### src/rtl/decode_regread_stage_if.sv
// decode_regread_stage_if: fetch-side, regfile, execute-side and scoreboard-clear signals of the decode stage
interface decode_regread_stage_if #(parameter int XLEN = 16);
  logic in_valid, in_ready;
  logic [XLEN-1:0] in_pc, in_instr;
  logic [3:0] raddr0_, raddr1_;
  logic [XLEN-1:0] rdata0, rdata1;
  logic out_valid, out_ready;
  logic [XLEN-1:0] out_pc, out_instr, out_opa, out_opb;
  logic out_wen, out_illegal;
  logic sb_clr_en;
  logic [3:0] sb_clr_addr;
  logic flush;
  modport slave (
    input in_valid, in_pc, in_instr, rdata0, rdata1, out_ready, sb_clr_en, sb_clr_addr, flush,
    output in_ready, raddr0_, raddr1_, out_valid, out_pc, out_instr, out_opa, out_opb, out_wen, out_illegal
  );
  modport master (
    output in_valid, in_pc, in_instr, rdata0, rdata1, out_ready, sb_clr_en, sb_clr_addr, flush,
    input in_ready, raddr0_, raddr1_, out_valid, out_pc, out_instr, out_opa, out_opb, out_wen, out_illegal
  );
endinterface

### src/rtl/decode_regread_stage.sv
// decode_regread_stage: decode, register read and scoreboard hazard check between fetch and execute
module decode_regread_stage #(
  parameter int XLEN = 16,
  parameter int NREGS = 16
) (
  input logic clk,
  input logic reset,
  decode_regread_stage_if.slave bus
);
  logic dec_valid;
  logic [XLEN-1:0] pc, instr;
  logic [NREGS-1:0] sb, sb_next;
  logic [3:0] op, ra, rb, rt;
  logic e_ok, f_ld, f_st, use_a, use_b, writes, wen, hazard, issue;
  assign {op, ra, rb, rt} = instr[15:0];
  assign e_ok = op == 4'he && rb[3:2] == 2'd0;
  assign f_ld = op == 4'hf && rb == 4'd0;
  assign f_st = op == 4'hf && rb == 4'd1;
  assign use_a = op == 4'h0 || e_ok || f_ld || f_st;
  assign use_b = op == 4'h0 || op == 4'h9 || e_ok || f_st;
  assign writes = op == 4'h0 || op == 4'h8 || op == 4'h9 || f_ld;
  assign wen = writes && rt != 4'd0;
  assign bus.raddr0_ = use_a ? ra : 4'd0;
  assign bus.raddr1_ = use_b ? (op == 4'h0 ? rb : rt) : 4'd0;
  // r0 never gets set, so unused ports reading address 0 never raise a hazard
  assign hazard = dec_valid && (sb[bus.raddr0_] || sb[bus.raddr1_] || (wen && sb[rt]));
  assign issue = dec_valid && !hazard && (!bus.out_valid || bus.out_ready);
  assign bus.in_ready = !dec_valid || issue;
  // scoreboard update: clears first so a same-cycle set of the same bit wins
  always_comb begin
    sb_next = sb;
    if (bus.sb_clr_en) sb_next[bus.sb_clr_addr] = 1'b0;
    if (bus.flush && bus.out_valid && bus.out_wen) sb_next[bus.out_instr[3:0]] = 1'b0;
    if (!bus.flush && issue && wen) sb_next[rt] = 1'b1;
  end
  // decode register, output bundle register and scoreboard
  always_ff @(posedge clk) begin
    if (reset) begin
      dec_valid <= 1'b0;
      pc <= '0;
      instr <= '0;
      sb <= '0;
      bus.out_valid <= 1'b0;
      bus.out_pc <= '0;
      bus.out_instr <= '0;
      bus.out_opa <= '0;
      bus.out_opb <= '0;
      bus.out_wen <= 1'b0;
      bus.out_illegal <= 1'b0;
    end else begin
      sb <= sb_next;
      if (bus.flush) begin
        dec_valid <= 1'b0;
        bus.out_valid <= 1'b0;
      end else begin
        if (issue) begin
          bus.out_valid <= 1'b1;
          bus.out_pc <= pc;
          bus.out_instr <= instr;
          bus.out_opa <= bus.rdata0;
          bus.out_opb <= bus.rdata1;
          bus.out_wen <= wen;
          bus.out_illegal <= !(use_a || use_b || writes);
        end else if (bus.out_ready) bus.out_valid <= 1'b0;
        if (bus.in_valid && bus.in_ready) begin
          dec_valid <= 1'b1;
          pc <= bus.in_pc;
          instr <= bus.in_instr;
        end else if (issue) dec_valid <= 1'b0;
      end
    end
  end
endmodule

### src/flat_wrapper.sv
// flat-port wrapper written by rule: the top's interface ports become plain ports
module decode_regread_stage_flat 
#(
  parameter int XLEN = 16,
  parameter int NREGS = 16
)
  (clk, reset, bus_in_valid, bus_in_pc, bus_in_instr, bus_rdata0, bus_rdata1, bus_out_ready, bus_sb_clr_en, bus_sb_clr_addr, bus_flush, bus_in_ready, bus_raddr0_, bus_raddr1_, bus_out_valid, bus_out_pc, bus_out_instr, bus_out_opa, bus_out_opb, bus_out_wen, bus_out_illegal);
  decode_regread_stage_if #(.XLEN(XLEN)) bus_i ();
  input logic clk;
  input logic reset;
  input wire logic [$bits(bus_i.in_valid)-1:0] bus_in_valid;
  input wire logic [$bits(bus_i.in_pc)-1:0] bus_in_pc;
  input wire logic [$bits(bus_i.in_instr)-1:0] bus_in_instr;
  input wire logic [$bits(bus_i.rdata0)-1:0] bus_rdata0;
  input wire logic [$bits(bus_i.rdata1)-1:0] bus_rdata1;
  input wire logic [$bits(bus_i.out_ready)-1:0] bus_out_ready;
  input wire logic [$bits(bus_i.sb_clr_en)-1:0] bus_sb_clr_en;
  input wire logic [$bits(bus_i.sb_clr_addr)-1:0] bus_sb_clr_addr;
  input wire logic [$bits(bus_i.flush)-1:0] bus_flush;
  output wire logic [$bits(bus_i.in_ready)-1:0] bus_in_ready;
  output wire logic [$bits(bus_i.raddr0_)-1:0] bus_raddr0_;
  output wire logic [$bits(bus_i.raddr1_)-1:0] bus_raddr1_;
  output wire logic [$bits(bus_i.out_valid)-1:0] bus_out_valid;
  output wire logic [$bits(bus_i.out_pc)-1:0] bus_out_pc;
  output wire logic [$bits(bus_i.out_instr)-1:0] bus_out_instr;
  output wire logic [$bits(bus_i.out_opa)-1:0] bus_out_opa;
  output wire logic [$bits(bus_i.out_opb)-1:0] bus_out_opb;
  output wire logic [$bits(bus_i.out_wen)-1:0] bus_out_wen;
  output wire logic [$bits(bus_i.out_illegal)-1:0] bus_out_illegal;
  assign bus_i.in_valid = bus_in_valid;
  assign bus_i.in_pc = bus_in_pc;
  assign bus_i.in_instr = bus_in_instr;
  assign bus_i.rdata0 = bus_rdata0;
  assign bus_i.rdata1 = bus_rdata1;
  assign bus_i.out_ready = bus_out_ready;
  assign bus_i.sb_clr_en = bus_sb_clr_en;
  assign bus_i.sb_clr_addr = bus_sb_clr_addr;
  assign bus_i.flush = bus_flush;
  assign bus_in_ready = bus_i.in_ready;
  assign bus_raddr0_ = bus_i.raddr0_;
  assign bus_raddr1_ = bus_i.raddr1_;
  assign bus_out_valid = bus_i.out_valid;
  assign bus_out_pc = bus_i.out_pc;
  assign bus_out_instr = bus_i.out_instr;
  assign bus_out_opa = bus_i.out_opa;
  assign bus_out_opb = bus_i.out_opb;
  assign bus_out_wen = bus_i.out_wen;
  assign bus_out_illegal = bus_i.out_illegal;
  decode_regread_stage #(.XLEN(XLEN), .NREGS(NREGS)) u_core (.clk(clk), .reset(reset), .bus(bus_i));
endmodule
### config.mk
export PLATFORM = sky130hd
export DESIGN_NAME = decode_regread_stage_flat
export DESIGN_NICKNAME = d
export VERILOG_FILES = /design/src/rtl/decode_regread_stage_if.sv /design/src/rtl/decode_regread_stage.sv /design/src/flat_wrapper.sv
export SDC_FILE = /design/constraint.sdc
export NUM_CORES = 1
export LEC_CHECK = 0
export ABC_AREA = 1
export CORE_MARGIN = 2
export CORE_UTILIZATION = 40
export CTS_CLUSTER_SIZE = 20
export DETAILED_ROUTE_END_ITERATION = 10
export PLACE_DENSITY_LB_ADDON = 0.25
export SYNTH_ARGS = -nofsm -noshare
export SYNTH_HDL_FRONTEND = slang
export SYNTH_SLANG_ARGS = --single-unit
### constraint.sdc
create_clock -name clk -period 4.4 [get_ports clk]
set_input_delay 0.88 -clock clk [delete_from_list [all_inputs] [get_ports clk]]
set_output_delay 0.88 -clock clk [all_outputs]
set_load 0.005 [all_outputs]
======== Word level (Yosys, flattened, before mapping) ========
Index checks and enable logic that the tools add are counted.
word-level totals
  output and inout port bits .............. 76
  word-level logic and storage cells ...... 97
  register bits after elaboration ......... 116
  input port bits ......................... 74
cells by class
  multiplexer cells ....................... 22
  bitwise logic cells ..................... 6
  equality and inequality tests ........... 5
  order comparisons ....................... 8
  reduce and logical (&&, ||, !) cells .... 45
operators with widths
  cell                                                                   number
  16-bit two-way mux                                                     3
  16-bit AND                                                             2
  16-bit inverter                                                        2
  4-bit by 5-bit < comparator with 1-bit output, second input constant   5
  4-bit == test, second input constant                                   4
  1-bit logical AND                                                      16
  16-bit OR                                                              1
  1-bit logical OR                                                       15
  1-bit binary-select mux with 4-bit select                              3
  1-bit demux with 4-bit select                                          3
  4-bit by 1-bit >= comparator with 1-bit output, second input constant  3
  4-bit two-way mux                                                      3
  1-bit two-way mux                                                      10
  4-bit zero test                                                        2
  1-bit zero test                                                        5
  4-bit by 1-bit == test with 1-bit output, second input constant        1
  2-bit AND reduction                                                    2
  2-bit nonzero test                                                     2
  4-bit nonzero test                                                     1
  2-bit zero test                                                        1
  2-bit OR reduction                                                     1
  1-bit inverter                                                         1

======== Longest topological paths before layout ========
Gate-level depths: netlist of run 1.
  word-level depth ........................ 17
  depth in mapped cells ................... 21

======== Worst setup path after synthesis of run 1 ========
OpenSTA, ideal clock, no wires.
  path kind ............................... reg2out
  start point ............................. register u_core.instr[6]
  end point ............................... output port bus_in_ready
  path buffers ............................ 2
  cell stages (with the launch flop) ...... 17
  data arrival time ....................... 1.919 ns
  path slack .............................. 1.601 ns
  required time ........................... 3.520 ns
  path through ............................ dfxtp_1 nor2_1 nand3_1 nand2_2 inv_1 nand2_2 nand2_2 nor2_1 nand2_1 nand3_1 nand3_1 nand2_1 nor2_1 nand2_1 nand2_1 buf_4 buf_4
between the ends
  longest elaborated chain between the ends .. 15
  elaborated cells on any way between the ends .. 28
  classes of those cells .................. eq/ne: 1; mux: 7; reduce/logical: 20
RTL lines
  what                                       line                        source
  start, declared                            decode_regread_stage.sv:11  logic [XLEN-1:0] pc, instr;
  start signal, assigned                     decode_regread_stage.sv:68  instr <= bus.in_instr;
  2-bit zero test                            decode_regread_stage.sv:16  assign e_ok = op == 4'he && rb[3:2] == 2'd0;
  1-bit logical AND                          decode_regread_stage.sv:16
  1-bit logical OR (3 in a row)              decode_regread_stage.sv:19  assign use_a = op == 4'h0 || e_ok || f_ld || f_st;
  4-bit two-way mux                          decode_regread_stage.sv:23  assign bus.raddr0_ = use_a ? ra : 4'd0;
  1-bit binary-select mux with 4-bit select  decode_regread_stage.sv:26  assign hazard = dec_valid && (sb[bus.raddr0_] || sb[bus.raddr1_] || (wen && sb[rt]));
  1-bit two-way mux (not written as such)    decode_regread_stage.sv:26
  1-bit logical OR                           decode_regread_stage.sv:26
  1-bit logical OR (*)                       decode_regread_stage.sv:26
  1-bit logical AND (*)                      decode_regread_stage.sv:26
  1-bit zero test (*)                        decode_regread_stage.sv:27  assign issue = dec_valid && !hazard && (!bus.out_valid || bus.out_ready);
  1-bit logical AND (*) (2 in a row)         decode_regread_stage.sv:27
  1-bit logical OR (*)                       decode_regread_stage.sv:28  assign bus.in_ready = !dec_valid || issue;
  end, declared                              flat_wrapper.sv:20          output wire logic [$bits(bus_i.in_ready)-1:0] bus_in_ready;
Mark *: on every way between the ends. The rest lies on a longest branch, timed or not. The select of a mux whose other input is x is not followed.

======== Worst setup path in the final report of run 1 ========
  start point ............................. register u_core.instr[12]
  end point ............................... output port bus_in_ready
between the ends
  longest elaborated chain between the ends .. 15
  elaborated cells on any way between the ends .. 33
  classes of those cells .................. eq/ne: 4; mux: 7; reduce/logical: 22
RTL lines
  what                                       line
  4-bit == test                              decode_regread_stage.sv:16
  1-bit logical AND                          decode_regread_stage.sv:16
  1-bit logical OR (3 in a row)              decode_regread_stage.sv:19
  4-bit two-way mux                          decode_regread_stage.sv:23
  1-bit binary-select mux with 4-bit select  decode_regread_stage.sv:26
  1-bit two-way mux (not written as such)    decode_regread_stage.sv:26
  1-bit logical OR                           decode_regread_stage.sv:26
  1-bit logical OR (*)                       decode_regread_stage.sv:26
  1-bit logical AND (*)                      decode_regread_stage.sv:26
  1-bit zero test (*)                        decode_regread_stage.sv:27
  1-bit logical AND (*) (2 in a row)         decode_regread_stage.sv:27
  1-bit logical OR (*)                       decode_regread_stage.sv:28
Marked as above.

==> flow_summary_export.csv, run 1 <==
group,metric,value,unit
run_status,outcome,"finished clean",
logic_synthesis,netlist_instances,845,
worst_hold_path,hold_path_startpoint,"u_core.bus.out_instr[11]$_SDFFE_PP0P_",
worst_setup_path,r2r_end,"u_core.pc[7]$_SDFFE_PP0P_",
floorplan,rows,43,
grt,grt_pass1_vias,5701,
worst_setup_path,critical_path.cell_chain,"nand2_1 > nor2_1 > nand2_1 > nand3_2 > nand2_1 > nand3_1 > nand3_1 > nand3_1 > nand3_2 > nor2_1 > nand2_1 > nand2_2 > clkdlybuf4s50_1",
route,first_pass_iters,7,
grt,antenna_found_initial,0,
clock_network,cts_made_buffers,17,
route,vias,5985,
route,antenna_left,0,
logic_synthesis,synth.net_count,919,
worst_hold_path,whs_path_depth,2,
timing,setup_ws,539,ps
pwr,power.density,383,nW/µm²
timing,fin_worst_skew,17.0,ps
floorplan,die_area,15000,µm²
timing,worst_slew_pin_slew,1050,ps
logic_synthesis,ys_ff_latch,116,
cells_and_area,nFillCells,1321,
run,drv_cap,0,
grt,grt.overflow.total,0,
timing,clock.fmax,259,MHz
logic_synthesis,seq_area_frac_synth,41.3,%
timing,holdWs,459,ps
worst_setup_path,path_depth,13,
place,portBuffers,149,
worst_setup_path,path_buf_inv,1,
worst_setup_path,cp_slowest_cell,"clkdlybuf4s50_1",
worst_setup_path,critical_path.startpoint,"u_core.instr[12]$_SDFFE_PP0P_",
clock_network,post_cts_buffers,0,
route,avgRoutedWirePerCell,15.3,µm
pwr,leakage,3.00,nW
worst_setup_path,startpoint_type,"flop",
timing,final-setup-viol-count,0,
worst_setup_path,crit_family,"simple AND/OR/NAND/NOR gates",
worst_setup_path,required,3520,ps
worst_setup_path,cpMostUsedCell,"nand2_1",
floorplan,pin_count,150,
clock_network,cts_resized,0,
floorplan,die_h,123,µm
timing,hold_viol,0,
cells_and_area,final_layout_size_suffix_gt1_share,5.80,%
floorplan,start_util,40.7,%
place,hpwl,11.9,mm
cells_and_area,diodes,0,
logic_synthesis,syn_area,5620,µm²
timing,post-route-period-util,87.7,%
clock_network,cts-root-buf,"clkbuf_16",
clock_network,insertion_delay,420,ps
cells_and_area,nets,1044,
cells_and_area,syn2layout_area_growth,38.4,%
logic_synthesis,synth_ff_type,"dfxtp_1",
worst_hold_path,holdPathEnd,"u_core.bus.out_instr[11]$_SDFFE_PP0P_",
cells_and_area,utilization,56.3,%
clock_network,cts_hold_buf,0,
clock_network,clkSinkCount,116,
timing,maxSlewViolCount,0,
timing,relSlewSlack,29.4,%
grt,track_usage,24.1,%
floorplan,coreArea,13800,µm²
worst_hold_path,hp-class,"reg -> reg",
clock_network,cts_max_path_buffers,2,
route,drc,0,
route,via_per_inst,5.15,
cells_and_area,multi_input_area,2700,µm²
grt,grt_max_degree,82,
logic_synthesis,avgSynthCellArea,6.65,µm²
worst_setup_path,cp.arrival,2980,ps
worst_setup_path,cp-end-kind,"output port",
cells_and_area,ff_latch_area,2320,µm²
worst_setup_path,worstRegToRegCells,16,
worst_setup_path,path_class,"reg -> out",
logic_synthesis,synth_cell_types,32,
worst_setup_path,ff2ff_setup_slack,1310,ps
floorplan,die_x,123,µm
timing,grt_setup_unrepaired,"no",
worst_setup_path,r2r-start,"u_core.instr[12]$_SDFFE_PP0P_",
pwr,ir_drop,0.000261,V
place,place_ws,1050,ps
route,drtIter0Drc,677,
timing,fin_crit,3860,ps
grt,grt_pass1_wl,28.4,mm
clock_network,htreeDepth,4,
logic_synthesis,synth_edf_count,0,
clock_network,path_clk_slew,50,ps
route,wl,17.8,mm
logic_synthesis,yosys_warnings,0,
logic_synthesis,synthArstFlopShare,0,%
worst_setup_path,crit_fanout,8,
place,routabilityCongestion,0.913,
timing,fin_tns_setup,0,ps
clock_network,tritoncts,"done",
worst_setup_path,slowest_delay,510,ps
[worst reg2reg max path, delay by kind of cell, from the launching register on]
family                 cells  cell delay [ps]
buffers and inverters      1              540
AND/OR/NAND/NOR           15             2000
flip-flops                 1              460
[power by group]
part	switching (mW)	internal, mW
Sequential	0.0303	1.09
Clock	0.499	0.960
Combinational	0.237	0.171
Total	0.766	2.22
[registers in the layout (all words and copies together), names as in the netlist]
signal / cells
u_core.bus.out_instr: 16
u_core.bus.out_opa: 16
u_core.bus.out_opb: 16
u_core.bus.out_pc: 16
u_core.instr: 16
u_core.pc: 16
u_core.sb: 16
u_core.bus.out_illegal: 1
u_core.bus.out_valid: 1
u_core.bus.out_wen: 1
u_core.dec_valid: 1
[synthesized netlist by cell type, types with 2 or more instances]
library cell | instances | area (µm²)
nand4_1 | 15 | 93.8
a21oi_1 | 119 | 596
clkbuf_1 | 29 | 109
nor3_1 | 5 | 25.0
a221o_1 | 2 | 20.0
o211ai_1 | 7 | 52.6
nand2_1 | 169 | 634
buf_4 | 10 | 75.1
o221ai_1 | 2 | 17.5
inv_2 | 5 | 18.8
dfxtp_1 | 116 | 2320
o2111ai_1 | 2 | 17.5
nand2_2 | 3 | 18.8
nor2_1 | 99 | 372
buf_2 | 10 | 50.1
nand3_1 | 128 | 641
nand3_2 | 3 | 30.0
o21ai_0 | 9 | 45.0
a31oi_1 | 2 | 12.5
o22ai_1 | 6 | 37.5
inv_1 | 92 | 345
clkinv_1 | 2 | 7.51
[stage by stage]
| stage | cell area [µm²] | total power, mW | cells |
|---|---|---|---|
| 2_1_floorplan | 5620 | 1.37 | 845 |
| 3_3_place_gp | 7160 | 1.54 | 1131 |
| 3_5_place_dp | 7160 | 1.54 | 1131 |
| 4_1_cts | 7780 | 3.00 | 1162 |
| 5_1_grt | 7780 | 3.10 | 1162 |
| 6_report | 7780 | 2.98 | 1162 |
[worst max path at each step]
stage | end | slack [ps]
after floorplan | bus_in_ready | 1600
after global placement | bus_in_ready | 1100
after detailed placement | bus_in_ready | 1050
after CTS | bus_in_ready | 580
after global routing | bus_in_ready | 300
final | bus_in_ready | 540
[cells in the final DEF (no fill, tap or decap), drive strengths merged]
master         count
a211oi             1
a21boi             1
a21oi            120
a221o              2
a31oi              2
buf                8
bufinv             4
clkbuf            19
clkdlybuf4s50    148
clkinv             5
clkinvlp           3
dfxtp            116
inv               99
nand2            172
nand3            131
nand3b             1
nand4             15
nor2             100
nor3               6
o2111ai            2
o211ai             7
o21ai             10
o21bai             1
o221ai             2
o22ai              6
o31ai              1
[layout make-up]
class / instances / share of cell area, %
Timing Repair Buffer: 156 / 19.8
Clock inverter: 12 / 2.30
Tap cell: 180 / 2.89
Sequential cell: 116 / 29.8
Multi-Input combinational cell: 580 / 34.7
Inverter: 99 / 4.77
Clock buffer: 19 / 5.69
[logic make-up after synthesis]
family,Yosys count,share of synthesized area (%)
AND/OR/NAND/NOR,425,32.8
AO/OA/AOI/OAI,155,15.1
buffers and inverters,149,10.8
flip-flops,116,41.3
[per-layer routing]
metal	share of wire (%)	track usage (%)
met5	0	0
met4	1.7	7.83
met3	6.3	6.88
met2	48	37.8
met1	44	32.0
No activity file was read; power rests on OpenSTA's default activity.
==> run 2: changes to the inputs <==
MAX_ROUTING_LAYER = met4   (was unset)
SLEW_MARGIN = 5   (was unset)
==> run 2 against run 1 <==
Clock skew shrank 4.7 ps; design area grew 0.31%; combinational power is essentially flat; final cell count grew 0.17%; sequential power is essentially flat; critical path type unchanged; global-route usage grew 0.84 points; via count grew 0.75%; register-to-register slack gained 30 ps; flip-flop and latch count is the same.
==> flow_summary_export.csv, run 2 (same netlist as run 1, synthesis figures left out) <==
group,metric,value,unit
pwr,power.switching,802,µW
worst_setup_path,cp.arrival,2980,ps
pwr,power.density,388,nW/µm²
pwr,ir_drop,0.000269,V
pwr,clkPwrFrac,49.7,%
route,avgRoutedWirePerCell,15.4,µm
grt,grt_pass1_wl,28.4,mm
floorplan,rows,43,
floorplan,coreArea,13800,µm²
grt,grt_pass1_vias,5584,
clock_network,cts-root-buf,"clkbuf_16",
timing,fin_tns_setup,0,ps
worst_setup_path,r2r_end,"u_core.pc[7]$_SDFFE_PP0P_",
cells_and_area,final_layout_size_suffix_gt1_share,6.00,%
cells_and_area,final_cell_mix,"nand2_1 (167), clkdlybuf4s50_1 (148), nand3_1 (128)",
worst_setup_path,crit_fanout,8,
clock_network,clkSinkCount,116,
worst_hold_path,holdPathEnd,"u_core.bus.out_opb[5]$_SDFFE_PP0P_",
worst_hold_path,whs_path_depth,2,
timing,post-route-period-util,87.7,%
clock_network,tritoncts,"done",
run_status,outcome,"finished clean",
worst_hold_path,hold_path_startpoint,"u_core.bus.out_opb[5]$_SDFFE_PP0P_",
clock_network,path_clk_slew,60,ps
cells_and_area,mostFrequentLayoutCell,"nand2_1",
timing,hold_viol,0,
route,highest_layer,"met4",
floorplan,pin_count,150,
timing,worst_slew_pin_slew,1090,ps
place,place_ws,1090,ps
cells_and_area,multi_input_area,2700,µm²
route,wl,17.9,mm
clock_network,cts_made_buffers,17,
cells_and_area,syn2layout_area_growth,38.9,%
timing,fin_worst_skew,12.3,ps
clock_network,post_cts_buffers,0,
route,via_per_inst,5.18,
grt,antenna_found_initial,0,
clock_network,insertion_delay,420,ps
pwr,p_total,3.03,mW
route,antenna_left,0,
timing,final-setup-viol-count,0,
timing,maxSlewViolCount,0,
worst_setup_path,required,3520,ps
pwr,combPwrFrac,13.5,%
route,drtIter0Drc,576,
timing,relSlewSlack,26.7,%
timing,grt_setup_unrepaired,"no",
cells_and_area,nets,1045,
pwr,swShare,26.5,%
run,drv_cap,0,
route,met1_length,7.94,mm
worst_hold_path,hp-class,"reg -> reg",
grt,grt_max_degree,82,
clock_network,cts_max_path_buffers,2,
worst_setup_path,r2r-start,"u_core.instr[14]$_SDFFE_PP0P_",
route,wl_met2,8.48,mm
place,hpwl,12.0,mm
clock_network,cts_resized,0,
route,drc,0,
clock_network,cts_hold_buf,0,
route,vias,6030,
cells_and_area,nFillCells,1294,
pwr,intPower,2.23,mW
place,routabilityCongestion,0.928,
timing,setup_ws,542,ps
pwr,leakage,3.01,nW
worst_setup_path,ff2ff_setup_slack,1340,ps
route,first_pass_iters,6,
cells_and_area,ff_latch_area,2320,µm²
floorplan,die_x,123,µm
worst_setup_path,path_class,"reg -> out",
pwr,seqPwrFrac,36.8,%
cells_and_area,diodes,0,
timing,fin_crit,3860,ps
route,route.met3.wl,1.14,mm
worst_setup_path,cp-end-kind,"output port",
worst_setup_path,worstRegToRegCells,16,
floorplan,start_util,40.7,%
timing,clock.fmax,259,MHz
grt,grt.overflow.total,0,
clock_network,htreeDepth,4,
floorplan,die_h,123,µm
grt,track_usage,25.0,%
place,portBuffers,149,
floorplan,die_area,15000,µm²
worst_setup_path,startpoint_type,"flop",
## run 2: changes by cell type in the layout (fill, tap and decap cells not counted), sizes merged
| cell | change |
|---|---|
| inv | +3 |
| clkinv | -2 |
| buf | +1 |
## run 2: per-stage QoR
| stage | util, % | hold slack (ps) | instance area, µm² | cells |
|---|---|---|---|---|
| after floorplan | - | 452 | 5620 | 845 |
| after global placement | 51.9 | 448 | 7170 | 1132 |
| after detailed placement | 51.9 | 452 | 7170 | 1132 |
| after CTS | 56.5 | 461 | 7810 | 1164 |
| after global routing | 56.5 | 474 | 7810 | 1164 |
| final | 56.5 | 460 | 7810 | 1164 |
## run 2: layer usage
| metal | GRT usage (%) | vias to the layer above |
|---|---|---|
| met2 | 37.9 | 218 |
| met5 | - | - |
| met1 | 32.5 | 2759 |
| met4 | 9.27 | 0 |
| li1 | - | 3024 |
| met3 | 5.76 | 29 |
## run 2: area by class of cell
type	instances	area share (%)
clock buffers	19	5.67
clock inverters	13	2.50
inverters	99	4.76
multi-input cells	580	34.6
flip-flops and latches	116	29.7
well taps	180	2.88
repair buffers	157	19.8
## run 2: worst max-delay path by stage
stage                                        startpoint      endpoint  slack (ps)  depth (start not counted)
final                     u_core.instr[14]$_SDFFE_PP0P_  bus_in_ready         540                         13
after global routing      u_core.instr[13]$_SDFFE_PP0P_  bus_in_ready         290                         15
after CTS                 u_core.instr[13]$_SDFFE_PP0P_  bus_in_ready         600                         15
after detailed placement  u_core.instr[12]$_SDFFE_PP0P_  bus_in_ready        1090                         13
after global placement    u_core.instr[14]$_SDFFE_PP0P_  bus_in_ready        1100                         13
after floorplan            u_core.instr[6]$_SDFFE_PP0P_  bus_in_ready        1600                         16
## run 2: critical path: stages, from the launching register on
cell             delay, ps
dfxtp_1                420
nand2_1                120
nor2_1                 180
nand2_1                120
nand3_2                170
nand2_1                180
nand3_1                170
nand3_1                120
nand3_1                110
nand3_2                110
nor2_1                 100
nand2_1                120
nand2_2                130
clkdlybuf4s50_1        520
## run 2: power by group through the flow
stage	clock network (mW)	logic, mW	registers (mW)
final	1.51	0.408	1.12
after global routing	1.58	0.453	1.12
after CTS	1.52	0.405	1.12
after detailed placement	0	0.403	1.14
after global placement	0	0.402	1.14
after floorplan	0	0.242	1.13
